## src/rtl/draw_layer_arbiter_pkg.sv

```systemverilog
// Shared constants and types for the draw-layer arbiter slice.
package draw_layer_arbiter_pkg;

    localparam logic [7:0] COLOR_TRANSPARENT = 8'hFF;
    localparam logic [7:0] COLOR_DEFAULT     = 8'h00;

    localparam int unsigned MAX_OBJECTS  = 16;
    localparam int unsigned OBJ_IDX_W    = 4;
    localparam int unsigned OBJ_BALL_IDX = 0;

    typedef enum logic {
        WAIT_FIRST,
        ACCUM
    } arb_state_t;

endpackage

```

## src/rtl/draw_layer_arbiter_if.sv

```systemverilog
// Pixel bus between the square-object drawing stages and the layer arbiter.
interface draw_layer_arbiter_if #(
    parameter int unsigned NUM_OBJECTS = 4
);
    import draw_layer_arbiter_pkg::*;

    logic                       startOfFrame;
    logic [NUM_OBJECTS-1:0]     drawReq;
    logic [8*NUM_OBJECTS-1:0]   rgbIn;
    logic [7:0]                 bgRGB;
    logic [7:0]                 rgbOut;
    logic                       drawAny;
    logic [OBJ_IDX_W-1:0]       grantIdx;
    logic [NUM_OBJECTS-2:0]     collision;
    logic                       collisionValid;

    modport master (
        output startOfFrame, drawReq, rgbIn, bgRGB,
        input  rgbOut, drawAny, grantIdx, collision, collisionValid
    );

    modport slave (
        input  startOfFrame, drawReq, rgbIn, bgRGB,
        output rgbOut, drawAny, grantIdx, collision, collisionValid
    );

endinterface

```

## src/rtl/draw_layer_arbiter_hit_accumulator.sv

```systemverilog
// Per-object ball-overlap accumulator; publishes its frame result on startOfFrame.
// DRAW_ARB_HIT_COUNT_EN: saturating overlap counter compared to HIT_THRESHOLD instead of a sticky bit.
module draw_layer_arbiter_hit_accumulator #(
    parameter int unsigned HIT_THRESHOLD = 4
) (
    input  logic clk,
    input  logic resetN,
    input  logic hit,
    input  logic startOfFrame,
    input  logic enable,
    output logic collision
);

    if (HIT_THRESHOLD < 1) begin : g_bad_threshold
        $error("HIT_THRESHOLD must be at least 1");
    end

    logic acc_hit;
    logic collision_q, collision_d;

`ifdef DRAW_ARB_HIT_COUNT_EN
    localparam int unsigned CNT_W = $clog2(HIT_THRESHOLD + 1);
    localparam logic [CNT_W-1:0] CNT_MAX = CNT_W'(HIT_THRESHOLD);

    logic [CNT_W-1:0] acc_q, acc_d;

    assign acc_hit = (acc_q >= CNT_MAX);

    // The startOfFrame pixel already belongs to the new frame.
    always_comb begin
        acc_d = acc_q;
        if (startOfFrame)
            acc_d = hit ? CNT_W'(1) : '0;
        else if (!enable)
            acc_d = '0;
        else if (hit && (acc_q != CNT_MAX))
            acc_d = acc_q + CNT_W'(1);
    end
`else
    logic acc_q, acc_d;

    assign acc_hit = acc_q;

    always_comb begin
        acc_d = startOfFrame ? hit : (enable & (acc_q | hit));
    end
`endif

    always_comb begin
        collision_d = collision_q;
        if (startOfFrame && enable)
            collision_d = acc_hit;
    end

    always_ff @(posedge clk or negedge resetN) begin
        if (!resetN) begin
            acc_q       <= '0;
            collision_q <= 1'b0;
        end else begin
            acc_q       <= acc_d;
            collision_q <= collision_d;
        end
    end

    assign collision = collision_q;

endmodule

```

## src/rtl/draw_layer_arbiter.sv

```systemverilog
// Per-pixel priority arbiter for drawable objects (index 0 = ball, highest priority)
// with once-per-frame ball collision publishing. Optional macro: DRAW_ARB_HIT_COUNT_EN.
module draw_layer_arbiter
    import draw_layer_arbiter_pkg::*;
#(
    parameter int unsigned NUM_OBJECTS   = 4,
    parameter int unsigned HIT_THRESHOLD = 4
) (
    input logic                 clk,
    input logic                 resetN,
    draw_layer_arbiter_if.slave bus
);

    if ((NUM_OBJECTS < 2) || (NUM_OBJECTS > MAX_OBJECTS)) begin : g_bad_num_objects
        $error("NUM_OBJECTS must be in 2..16");
    end

    arb_state_t state_q, state_d;
    logic       accum_en;
    logic       publish;

    logic [7:0]            rgb_out_q, rgb_out_d;
    logic                  draw_any_q, draw_any_d;
    logic [OBJ_IDX_W-1:0]  grant_idx_q, grant_idx_d;
    logic                  collision_valid_q, collision_valid_d;
    logic [NUM_OBJECTS-2:0] collision_w;

    always_ff @(posedge clk or negedge resetN) begin
        if (!resetN)
            state_q <= WAIT_FIRST;
        else
            state_q <= state_d;
    end

    always_comb begin
        state_d = state_q;
        case (state_q)
            WAIT_FIRST: if (bus.startOfFrame) state_d = ACCUM;
            ACCUM:      state_d = ACCUM;
            default:    state_d = WAIT_FIRST;
        endcase
    end

    // The frame cut short by reset is never published.
    always_comb begin
        accum_en = (state_q == ACCUM);
        publish  = accum_en && bus.startOfFrame;
    end

    always_comb begin
        rgb_out_d   = bus.bgRGB;
        draw_any_d  = 1'b0;
        grant_idx_d = '0;
        for (int unsigned i = 0; i < NUM_OBJECTS; i++) begin
            if (!draw_any_d && bus.drawReq[i]) begin
                rgb_out_d   = bus.rgbIn[8*i +: 8];
                draw_any_d  = 1'b1;
                grant_idx_d = OBJ_IDX_W'(i);
            end
        end
        collision_valid_d = publish;
    end

    always_ff @(posedge clk or negedge resetN) begin
        if (!resetN) begin
            rgb_out_q         <= COLOR_DEFAULT;
            draw_any_q        <= 1'b0;
            grant_idx_q       <= '0;
            collision_valid_q <= 1'b0;
        end else begin
            rgb_out_q         <= rgb_out_d;
            draw_any_q        <= draw_any_d;
            grant_idx_q       <= grant_idx_d;
            collision_valid_q <= collision_valid_d;
        end
    end

    for (genvar g = 1; g < NUM_OBJECTS; g++) begin : g_hit
        draw_layer_arbiter_hit_accumulator #(
            .HIT_THRESHOLD(HIT_THRESHOLD)
        ) u_acc (
            .clk          (clk),
            .resetN       (resetN),
            .hit          (bus.drawReq[OBJ_BALL_IDX] & bus.drawReq[g]),
            .startOfFrame (bus.startOfFrame),
            .enable       (accum_en),
            .collision    (collision_w[g-1])
        );
    end

    assign bus.rgbOut         = rgb_out_q;
    assign bus.drawAny        = draw_any_q;
    assign bus.grantIdx       = grant_idx_q;
    assign bus.collision      = collision_w;
    assign bus.collisionValid = collision_valid_q;

endmodule
```

## src/flat_wrapper.sv

```systemverilog
// flat-port wrapper written by rule: the top's interface ports become plain ports
module draw_layer_arbiter_flat import draw_layer_arbiter_pkg::*;
#(
    parameter int unsigned NUM_OBJECTS   = 4,
    parameter int unsigned HIT_THRESHOLD = 4
)
  (clk, resetN, bus_startOfFrame, bus_drawReq, bus_rgbIn, bus_bgRGB, bus_rgbOut, bus_drawAny, bus_grantIdx, bus_collision, bus_collisionValid);
  draw_layer_arbiter_if #(.NUM_OBJECTS(NUM_OBJECTS)) bus_i ();
  input logic clk;
  input logic resetN;
  input wire logic [$bits(bus_i.startOfFrame)-1:0] bus_startOfFrame;
  input wire logic [$bits(bus_i.drawReq)-1:0] bus_drawReq;
  input wire logic [$bits(bus_i.rgbIn)-1:0] bus_rgbIn;
  input wire logic [$bits(bus_i.bgRGB)-1:0] bus_bgRGB;
  output wire logic [$bits(bus_i.rgbOut)-1:0] bus_rgbOut;
  output wire logic [$bits(bus_i.drawAny)-1:0] bus_drawAny;
  output wire logic [$bits(bus_i.grantIdx)-1:0] bus_grantIdx;
  output wire logic [$bits(bus_i.collision)-1:0] bus_collision;
  output wire logic [$bits(bus_i.collisionValid)-1:0] bus_collisionValid;
  assign bus_i.startOfFrame = bus_startOfFrame;
  assign bus_i.drawReq = bus_drawReq;
  assign bus_i.rgbIn = bus_rgbIn;
  assign bus_i.bgRGB = bus_bgRGB;
  assign bus_rgbOut = bus_i.rgbOut;
  assign bus_drawAny = bus_i.drawAny;
  assign bus_grantIdx = bus_i.grantIdx;
  assign bus_collision = bus_i.collision;
  assign bus_collisionValid = bus_i.collisionValid;
  draw_layer_arbiter #(.NUM_OBJECTS(NUM_OBJECTS), .HIT_THRESHOLD(HIT_THRESHOLD)) u_core (.clk(clk), .resetN(resetN), .bus(bus_i));
endmodule
```

## config.mk

```make
export PLATFORM = sky130hd
export DESIGN_NAME = draw_layer_arbiter_flat
export DESIGN_NICKNAME = d
export VERILOG_FILES = /design/src/rtl/draw_layer_arbiter_pkg.sv /design/src/rtl/draw_layer_arbiter_if.sv /design/src/rtl/draw_layer_arbiter_hit_accumulator.sv /design/src/rtl/draw_layer_arbiter.sv /design/src/flat_wrapper.sv
export SDC_FILE = /design/constraint.sdc
export NUM_CORES = 1
export LEC_CHECK = 0
export CORE_MARGIN = 2
export CORE_UTILIZATION = 33
export CTS_CLUSTER_SIZE = 8
export DETAILED_ROUTE_END_ITERATION = 7
export HOLD_SLACK_MARGIN = 0.06
export PLACE_DENSITY = 0.8
export SLEW_MARGIN = 20
export SYNTH_ARGS = -nofsm -noshare
export SYNTH_HDL_FRONTEND = slang
export SYNTH_SLANG_ARGS = --single-unit
export TNS_END_PERCENT = 30
```

## constraint.sdc

```tcl
create_clock -name clk -period 1.2 [get_ports clk]
set_clock_uncertainty 0.2 [all_clocks]
set_input_delay 0.24 -clock clk [delete_from_list [all_inputs] [get_ports clk]]
set_output_delay 0.24 -clock clk [all_outputs]
set_load 0.03 [all_outputs]
```

==> flow_summary.toml, run 1 <==
[grt]
overflow = 0
grt_pass1_vias = 1084
grtUsageMet3 = 0.0216
use_met2 = 0.337
grt_usage = 0.181
use_met1 = 0.210
grt_max_degree = 20
grt-busiest-layer = "met2"
antenna_found_initial = 0
grt_pass1_wl_um = 4810

[synthesis]
async_flop_share = 1.00
seq_area_frac_synth = 0.461
ys.flop_type = "dfrtp_1"
synth_seq_cells = 19
yosysTopAreaCell = "dfrtp_1"
synth-edff-count = 0
synthesis.area_um2 = 1030
synth_top_area_share = 0.461
avgSynthCellArea_um2 = 9.93
ys.warnings.count = 0
synth_cells = 104
ys_top_cells_by_area = "dfrtp_1, o22ai_2, a21oi_1"
synth_cell_type_count = 19

[final_layout]
area_delta_synth_final_pct = 73.6
nets = 218
num-fill-cells = 247
antenna_cells = 0
drive_above_1_share = 0.306
final_common_cell = "clkdlybuf4s50_1"
layout_common_cells = "clkdlybuf4s50_1, dfrtp_1, buf_6"

[worst_setup_path]
end_kind = "output port"
start_kind = "flop"
worstPathCellList = "buf_6"
max_stage_delay_ns = 0.41
cp.required_ns = 0.76
slowest_stage = "dfrtp_1"
crit_arrival_ns = 0.86
worst-path-buf-inv = 1
critPathKind = "flop to output port"
worstPathMaxFanout = 2
cp_top_family = "flip-flops"

[floorplan]
start_util = 0.344
num_io_pins = 64
coreArea_um2 = 3000
die_h_um = 59.9
die_w_um = 59.9
fp.dieArea_um2 = 3590
num_rows = 20

[placed_design]
port_buffers = 61
routabilityCongestion = 0.750
dp_hpwl_um = 2340

[clocking]
clock-sinks = 19
clkLatencyLatePin_ns = 0.30
h-tree-depth = 1
clk_pin_slew_worst_paths_ns = 0.11
postCtsHoldBufs = 0
cts_buffers = 3
clockBufferDepth = 2
clock_tree.root_cell = "clkbuf_4"
tritoncts = "built"

[run_status]
violations = "setup timing"
outcome = "finished with violations"

[timing]
finalSetupTns_ns = -1.16
fmaxAchievable_mhz = 771
finalHoldViolations = 0
period_needed_ns = 1.30
finalMaxSlewViolations = 0
period_share = 1.08
rsz0062_at_grt = "yes"
setup_viol = 15
layout_setup_ws_ns = -0.0969

[power_and_ir_drop]
cellPowerDensity_nw_per_um2 = 931
vdd_drop_max_uv = 308
power.leakage_nw = 0.812
p_total_mw = 1.67

[detailed_routing]
ant_nets = 0
wire_per_inst_um = 15.6
drc = 0
dr_total_vias = 1062
drt-pass1-iter-count = 4
drt_iter0_markers = 40
wl_um = 3170
vias_per_cell = 5.23

[hold_path]
hold_path_class = "primary input to async pin"

[flow_run]
drv_cap = 0
==> power by group <==
group	leakage [nW]	switching, mW	total [mW]	internal [mW]
Sequential	0.223	0.0343	0.733	0.698
Combinational	0.571	0.274	0.602	0.329
Clock	0.0177	0.209	0.333	0.125
==> synthesized netlist by cell type (all sizes together), types with 2 or more instances <==
master,number
a22oi,3
nor3,9
buf,8
clkbuf,5
nand2,2
a211o,8
o22ai,8
a21oi,16
nor2,6
inv,12
dfrtp,19
mux2,3
==> path summary, 6_finish.rpt <==
check / startpoint / end / slack, ns / depth (start not counted)
worst max-delay path: u_core.g_hit[1].u_acc.collision / bus_collision[0] / -0.1 / 1
worst min-delay path: resetN / u_core.bus.grantIdx[1] / 0.07 / 2
worst max register to register: u_core.accum_en / u_core.g_hit[1].u_acc.collision / 0.01 / 2
worst min register to register: u_core.g_hit[3].u_acc.acc_hit / u_core.g_hit[3].u_acc.collision / 0.34 / 1
max in group asynchronous: resetN / u_core.accum_en / 0.61 / 2
min in group clk: bus_drawReq[0] / u_core.bus.grantIdx[1] / 0.10 / 3
==> layout make-up <==
cell class | count | area (um^2) | area share
Clock buffer | 3 | 22.5 | 0.0126
Clock inverter | 1 | 5.00 | 0.00279
Inverter | 12 | 45.0 | 0.0251
Multi-Input combinational cell | 62 | 464 | 0.259
Sequential cell | 19 | 475 | 0.265
Tap cell | 33 | 41.3 | 0.0230
Timing Repair Buffer | 73 | 738 | 0.412
==> sequential cells by signal, summed over array words and instances (netlist names) <==
name / cells
u_core.accum_en: 1
u_core.bus.collisionValid: 1
u_core.bus.drawAny: 1
u_core.bus.grantIdx: 2
u_core.bus.rgbOut: 8
u_core.g_hit.u_acc.acc_hit: 3
u_core.g_hit.u_acc.collision: 3
==> logic make-up after synthesis <==
| group | count (synthesis) | synth area share |
|---|---|---|
| AO/OA/AOI/OAI | 36 | 0.269 |
| other | 1 | 0.00363 |
| flip-flops | 19 | 0.461 |
| buffers and inverters | 25 | 0.125 |
| multiplexers | 3 | 0.0327 |
| AND/OR/NAND/NOR | 20 | 0.109 |
==> stage by stage <==
step / std cells / setup slack, ns / utilization / area [um^2] / hold slack [ns]
after floorplan: 105 / -0.259 / - / 1040 / -0.256
after CTS: 203 / -0.110 / 0.590 / 1770 / 0.0760
after global routing: 203 / -0.125 / 0.597 / 1790 / 0.0738
final: 203 / -0.0969 / 0.597 / 1790 / 0.0702
after global placement: 197 / -0.693 / 0.553 / 1660 / 0.280
after detailed placement: 197 / -0.747 / 0.553 / 1660 / 0.303
==> repair_timing <==
item                                    4_1_cts  5_1_grt
resized for setup                            40        4
endpoints found under the setup margin       27       25
gates cloned                                  1        0
pin swaps                                     3        3
hold endpoints to repair                      0        0
setup buffers                                 1        0
==> routing by layer <==
metal  vias to the layer above  part of all wire  wire (um)
li1                        494                 -          -
met5                         -                 0          0
met4                         0             0.015         48
met2                        52              0.53       1680
met3                         6             0.059        187
met1                       510              0.40       1250
No activity file was read; power rests on OpenSTA's default activity.
==> inputs of run 2 (changes only) <==
Settings changed: CORE_ASPECT_RATIO from default to 0.6.
==> run 2 against run 1 <==
Against the previous run:
- the flow still finishes with violations (setup timing)
- critical path depth is the same
- sequential share of layout area is essentially flat
- worst hold slack gained 0.041 ns
- global-route usage is essentially flat
- wire length shrank 4.1%
- largest power group unchanged
==> flow_summary.toml, run 2 (synthesis results as in run 1) <==
[detailed_routing]
vias_per_cell = 4.96
wire_per_inst_um = 14.5
met2_length_um = 1590
drt-pass1-iter-count = 4
top_layer = "met4"
drc = 0
dr_total_vias = 1037
ant_nets = 0
met3_length_um = 175
wl_um = 3040
drt_iter0_markers = 46
wl_met1_um = 1190

[timing]
finalHoldViolations = 0
period_share = 1.04
fmaxAchievable_mhz = 802
setup_viol = 20
layout_setup_ws_ns = -0.0464
period_needed_ns = 1.25
rsz0062_at_grt = "yes"
finalMaxSlewViolations = 0

[run_status]
outcome = "finished with violations"
violations = "setup timing"

[floorplan]
die_h_um = 47.3
die_w_um = 76.2
start_util = 0.353
num_io_pins = 64
num_rows = 15
coreArea_um2 = 2930
fp.dieArea_um2 = 3610

[final_layout]
final_cells = 209
register_area_um2 = 475
area_delta_synth_final_pct = 73.5
nets = 215
antenna_cells = 0
multi_input_area_um2 = 459
layout_common_cells = "clkdlybuf4s50_1, dfrtp_1, buf_6"
drive_above_1_share = 0.287
largest_register_ffs = 8
final_common_cell = "clkdlybuf4s50_1"
num-fill-cells = 250
final_cell_area_um2 = 1790

[worst_setup_path]
critPathKind = "flop to output port"
max_stage_delay_ns = 0.40
slowest_stage = "dfrtp_1"
worstPathMaxFanout = 1
end_kind = "output port"
start_kind = "flop"
cp_top_family = "flip-flops"
worstPathCellList = "buf_6"
worst-path-buf-inv = 1
cp.required_ns = 0.76
crit_arrival_ns = 0.81

[clocking]
clockBufferDepth = 2
clock_tree.root_cell = "clkbuf_8"
clk_pin_slew_worst_paths_ns = 0.07
tritoncts = "built"
clkLatencyLatePin_ns = 0.26
h-tree-depth = 1
clock-sinks = 19
cts_buffers = 3

[grt]
grt_pass1_vias = 1036
overflow = 0
grt_pass1_wl_um = 4940
grt_max_degree = 20
grt_usage = 0.182
antenna_found_initial = 0

[placed_design]
placed_cell_area_um2 = 1660
dp_hpwl_um = 2340
dpl.cell_count = 204
routabilityCongestion = 0.899
port_buffers = 61

[power_and_ir_drop]
power.leakage_nw = 0.798
vdd_drop_max_uv = 501
cellPowerDensity_nw_per_um2 = 985

[hold_path]
hold_path_class = "primary input to async pin"

[flow_run]
drv_cap = 0
run 2: changes by cell type in the layout (fill, tap and decap cells not counted):
| cell | previous run | this run |
|---|---|---|
| a22oi_1 | 2 | 3 |
| a22oi_2 | 1 | 0 |
| buf_4 | 9 | 6 |
| clkbuf_4 | 3 | 0 |
| clkbuf_8 | 0 | 3 |
| dlygate4sd2_1 | 0 | 1 |
| dlymetal6s2s_1 | 1 | 0 |
run 2: timing repair:
action,CTS,global route
gates resized for setup,43,0
buffers inserted,0,0
setup endpoints to repair,30,23
pin swaps,3,2
gates cloned,1,0
hold buffers,0,0
run 2: routing by layer:
metal,up-vias,GRT usage
li1,487,-
met1,497,0.212
met2,44,0.340
met3,9,0.0385
met4,0,0.0873
met5,-,0
run 2: path summary, 6_finish.rpt:
| path | slack (ns) | from | to | depth (start not counted) |
|---|---|---|---|---|
| min | 0.11 | resetN | u_core.bus.rgbOut[2] | 2 |
| max reg2reg | 0.05 | u_core.accum_en | u_core.g_hit[3].u_acc.collision | 2 |
| max | -0.05 | u_core.bus.grantIdx[0] | bus_grantIdx[0] | 1 |
| min reg2reg | 0.32 | u_core.g_hit[1].u_acc.acc_hit | u_core.g_hit[1].u_acc.collision | 1 |
| max in group asynchronous | 0.55 | resetN | u_core.bus.drawAny | 2 |
| min in group clk | 0.14 | bus_drawReq[3] | u_core.bus.drawAny | 4 |
run 2: per-stage QoR:
| stage | TNS, ns | hold WS, ns | util | power, mW | setup WS, ns |
|---|---|---|---|---|---|
| after floorplan | -2.18 | -0.256 | - | 1.00 | -0.259 |
| after global placement | -8.28 | 0.289 | 0.566 | 1.27 | -0.689 |
| after detailed placement | -8.77 | 0.297 | 0.566 | 1.28 | -0.737 |
| after CTS | -0.393 | 0.121 | 0.612 | 1.77 | -0.0460 |
| after global routing | -0.934 | 0.127 | 0.612 | 1.84 | -0.0681 |
| final | -0.355 | 0.112 | 0.612 | 1.76 | -0.0464 |
run 2: cell type report:
| class | instances | share of cell area |
|---|---|---|
| Clock inverter | 1 | 0.00280 |
| Multi-Input combinational cell | 62 | 0.256 |
| Tap cell | 42 | 0.0294 |
| Timing Repair Buffer | 70 | 0.398 |
| Clock buffer | 3 | 0.0231 |
| Sequential cell | 19 | 0.266 |
| Inverter | 12 | 0.0252 |
run 2: where the power goes:
part	internal (mW)	leakage [nW]	switching (mW)
logic	0.317	0.549	0.268
clock network	0.231	0.0255	0.216
registers	0.699	0.223	0.0319
==> inputs of run 3 (changes only) <==
--- a/config.mk
+++ b/config.mk
@@ -10,2 +10,3 @@
 export CORE_UTILIZATION = 33
+export CTS_CLUSTER_DIAMETER = 60
 export CTS_CLUSTER_SIZE = 8
==> constraint.sdc (replaced) <==
create_clock -name clk -period 1.2 [get_ports clk]
set_clock_uncertainty 0.2 [all_clocks]
set_input_delay 0.3 -clock clk [delete_from_list [all_inputs] [get_ports clk]]
set_output_delay 0.3 -clock clk [all_outputs]
set_load 0.03 [all_outputs]
==> run 3 against run 2 <==
Against the previous run:
- the run still ends with setup timing left
- via count rose by 2.2%
- maximum frequency fell by 4.5%
- utilization rose by 0.90 points
- register-to-register slack got worse by 0.02 ns
- worst hold slack improved by 0.062 ns
- critical path depth did not move
- combinational power rose by 4.4%
- wire length rose by 3.7%
- sequential power barely moved
- worst setup slack got worse by 0.059 ns
- critical endpoint unchanged
- largest power group unchanged
- highest routed layer unchanged
==> flow_summary.toml, run 3 (synthesis results as in run 1) <==
[final_layout]
drive_above_1_share = 0.296
final_common_cell = "clkdlybuf4s50_1"
nets = 217
fin_util = 0.621
layout_common_cells = "clkdlybuf4s50_1, dfrtp_1, buf_6"
largest_register_ffs = 8
antenna_cells = 0
num-fill-cells = 247
area_delta_synth_final_pct = 76.0
register_area_um2 = 475
multi_input_area_um2 = 467

[grt]
grt_max_degree = 20
grt_pass1_wl_um = 5040
antenna_found_initial = 0
overflow = 0
grt_usage = 0.187
grt_pass1_vias = 1046

[flow_run]
drv_cap = 0

[timing]
setup_viol = 23
finalHoldViolations = 0
hold_ws_ns = 0.173
rsz0062_at_grt = "yes"
layout_setup_ws_ns = -0.105
period_share = 1.09
finalMaxSlewViolations = 0
fmaxAchievable_mhz = 766
period_needed_ns = 1.31

[power_and_ir_drop]
switchingPower_mw = 0.526
switching_share = 0.294
combPwrFrac = 0.341
power.leakage_nw = 0.817
p_total_mw = 1.79
clkPwrFrac = 0.250
cellPowerDensity_nw_per_um2 = 986
vdd_drop_max_uv = 501
p_int_mw = 1.27
p_seq_frac = 0.409

[clocking]
clock-sinks = 19
h-tree-depth = 1
clk_pin_slew_worst_paths_ns = 0.07
clkLatencyLatePin_ns = 0.26
cts_buffers = 3
clockBufferDepth = 2
clock_tree.root_cell = "clkbuf_8"
tritoncts = "built"

[worst_setup_path]
slowest_stage = "dfrtp_1"
cp_top_family = "flip-flops"
worstPathCellList = "buf_6"
start_kind = "flop"
r2r_cells = 2
worst-path-buf-inv = 1
critPathKind = "flop to output port"
worstPathMaxFanout = 1
end_kind = "output port"
crit_cells = 1
crit_arrival_ns = 0.81
max_stage_delay_ns = 0.40
cp.required_ns = 0.70

[detailed_routing]
dr_total_vias = 1060
drc = 0
vias_per_cell = 5.02
drt_iter0_markers = 50
wl_um = 3150
met3_length_um = 199
ant_nets = 0
drt-pass1-iter-count = 4
wire_per_inst_um = 14.9
top_layer = "met4"
wl_met1_um = 1230
met2_length_um = 1590

[placed_design]
dp_hpwl_um = 2340
port_buffers = 61
routabilityCongestion = 0.899

[floorplan]
die_w_um = 76.2
die_h_um = 47.3
start_util = 0.353
fp.dieArea_um2 = 3610
coreArea_um2 = 2930
num_rows = 15
num_io_pins = 64

[hold_path]
hold_path_class = "primary input to async pin"

[run_status]
violations = "setup timing"
outcome = "finished with violations"
run 3: final cells by class:
type	count	area share
Sequential cell	19	0.262
Multi-Input combinational cell	62	0.257
Inverter	12	0.0248
Clock buffer	3	0.0227
Tap cell	42	0.0289
Timing Repair Buffer	72	0.402
Clock inverter	1	0.00275
run 3: power by group through the flow:
stage | Clock [mW] | Combinational [mW] | Sequential [mW]
finish | 0.448 | 0.611 | 0.733
global route | 0.486 | 0.645 | 0.738
CTS | 0.448 | 0.587 | 0.731
detailed placement | 0 | 0.543 | 0.734
global placement | 0 | 0.534 | 0.734
floorplan | 0 | 0.198 | 0.802
run 3: worst paths after layout:
| path | startpoint | end | slack, ns |
|---|---|---|---|
| worst max register to register | u_core.accum_en | u_core.g_hit[2].u_acc.collision | 0.03 |
| worst min-delay path | resetN | u_core.bus.rgbOut[2] | 0.17 |
| max in group asynchronous | resetN | u_core.bus.drawAny | 0.49 |
| worst min register to register | u_core.g_hit[2].u_acc.collision | u_core.g_hit[2].u_acc.collision | 0.33 |
| min in group clk | bus_drawReq[1] | u_core.bus.grantIdx[0] | 0.20 |
| worst max-delay path | u_core.bus.grantIdx[0] | bus_grantIdx[0] | -0.11 |
run 3: what timing repair did:
item	in CTS	in global routing
setup buffers	0	2
hold buffers	0	0
pin swaps	4	2
endpoints found under the setup margin	31	25
gates cloned	1	0
gates resized for setup	44	2
run 3: per-layer routing:
layer,GRT usage,up-vias
li1,-,489
met1,0.216,503
met2,0.350,53
met3,0.0385,15
met4,0.0982,0
met5,0,-
run 3: through the flow:
stage	setup WS [ns]	cells	TNS [ns]	instance area, um^2
global placement	-0.749	204	-9.42	1660
global route	-0.136	211	-2.29	1820
finish	-0.105	211	-1.73	1820
detailed placement	-0.797	204	-9.91	1660
CTS	-0.106	209	-1.72	1790
floorplan	-0.319	105	-2.72	1040
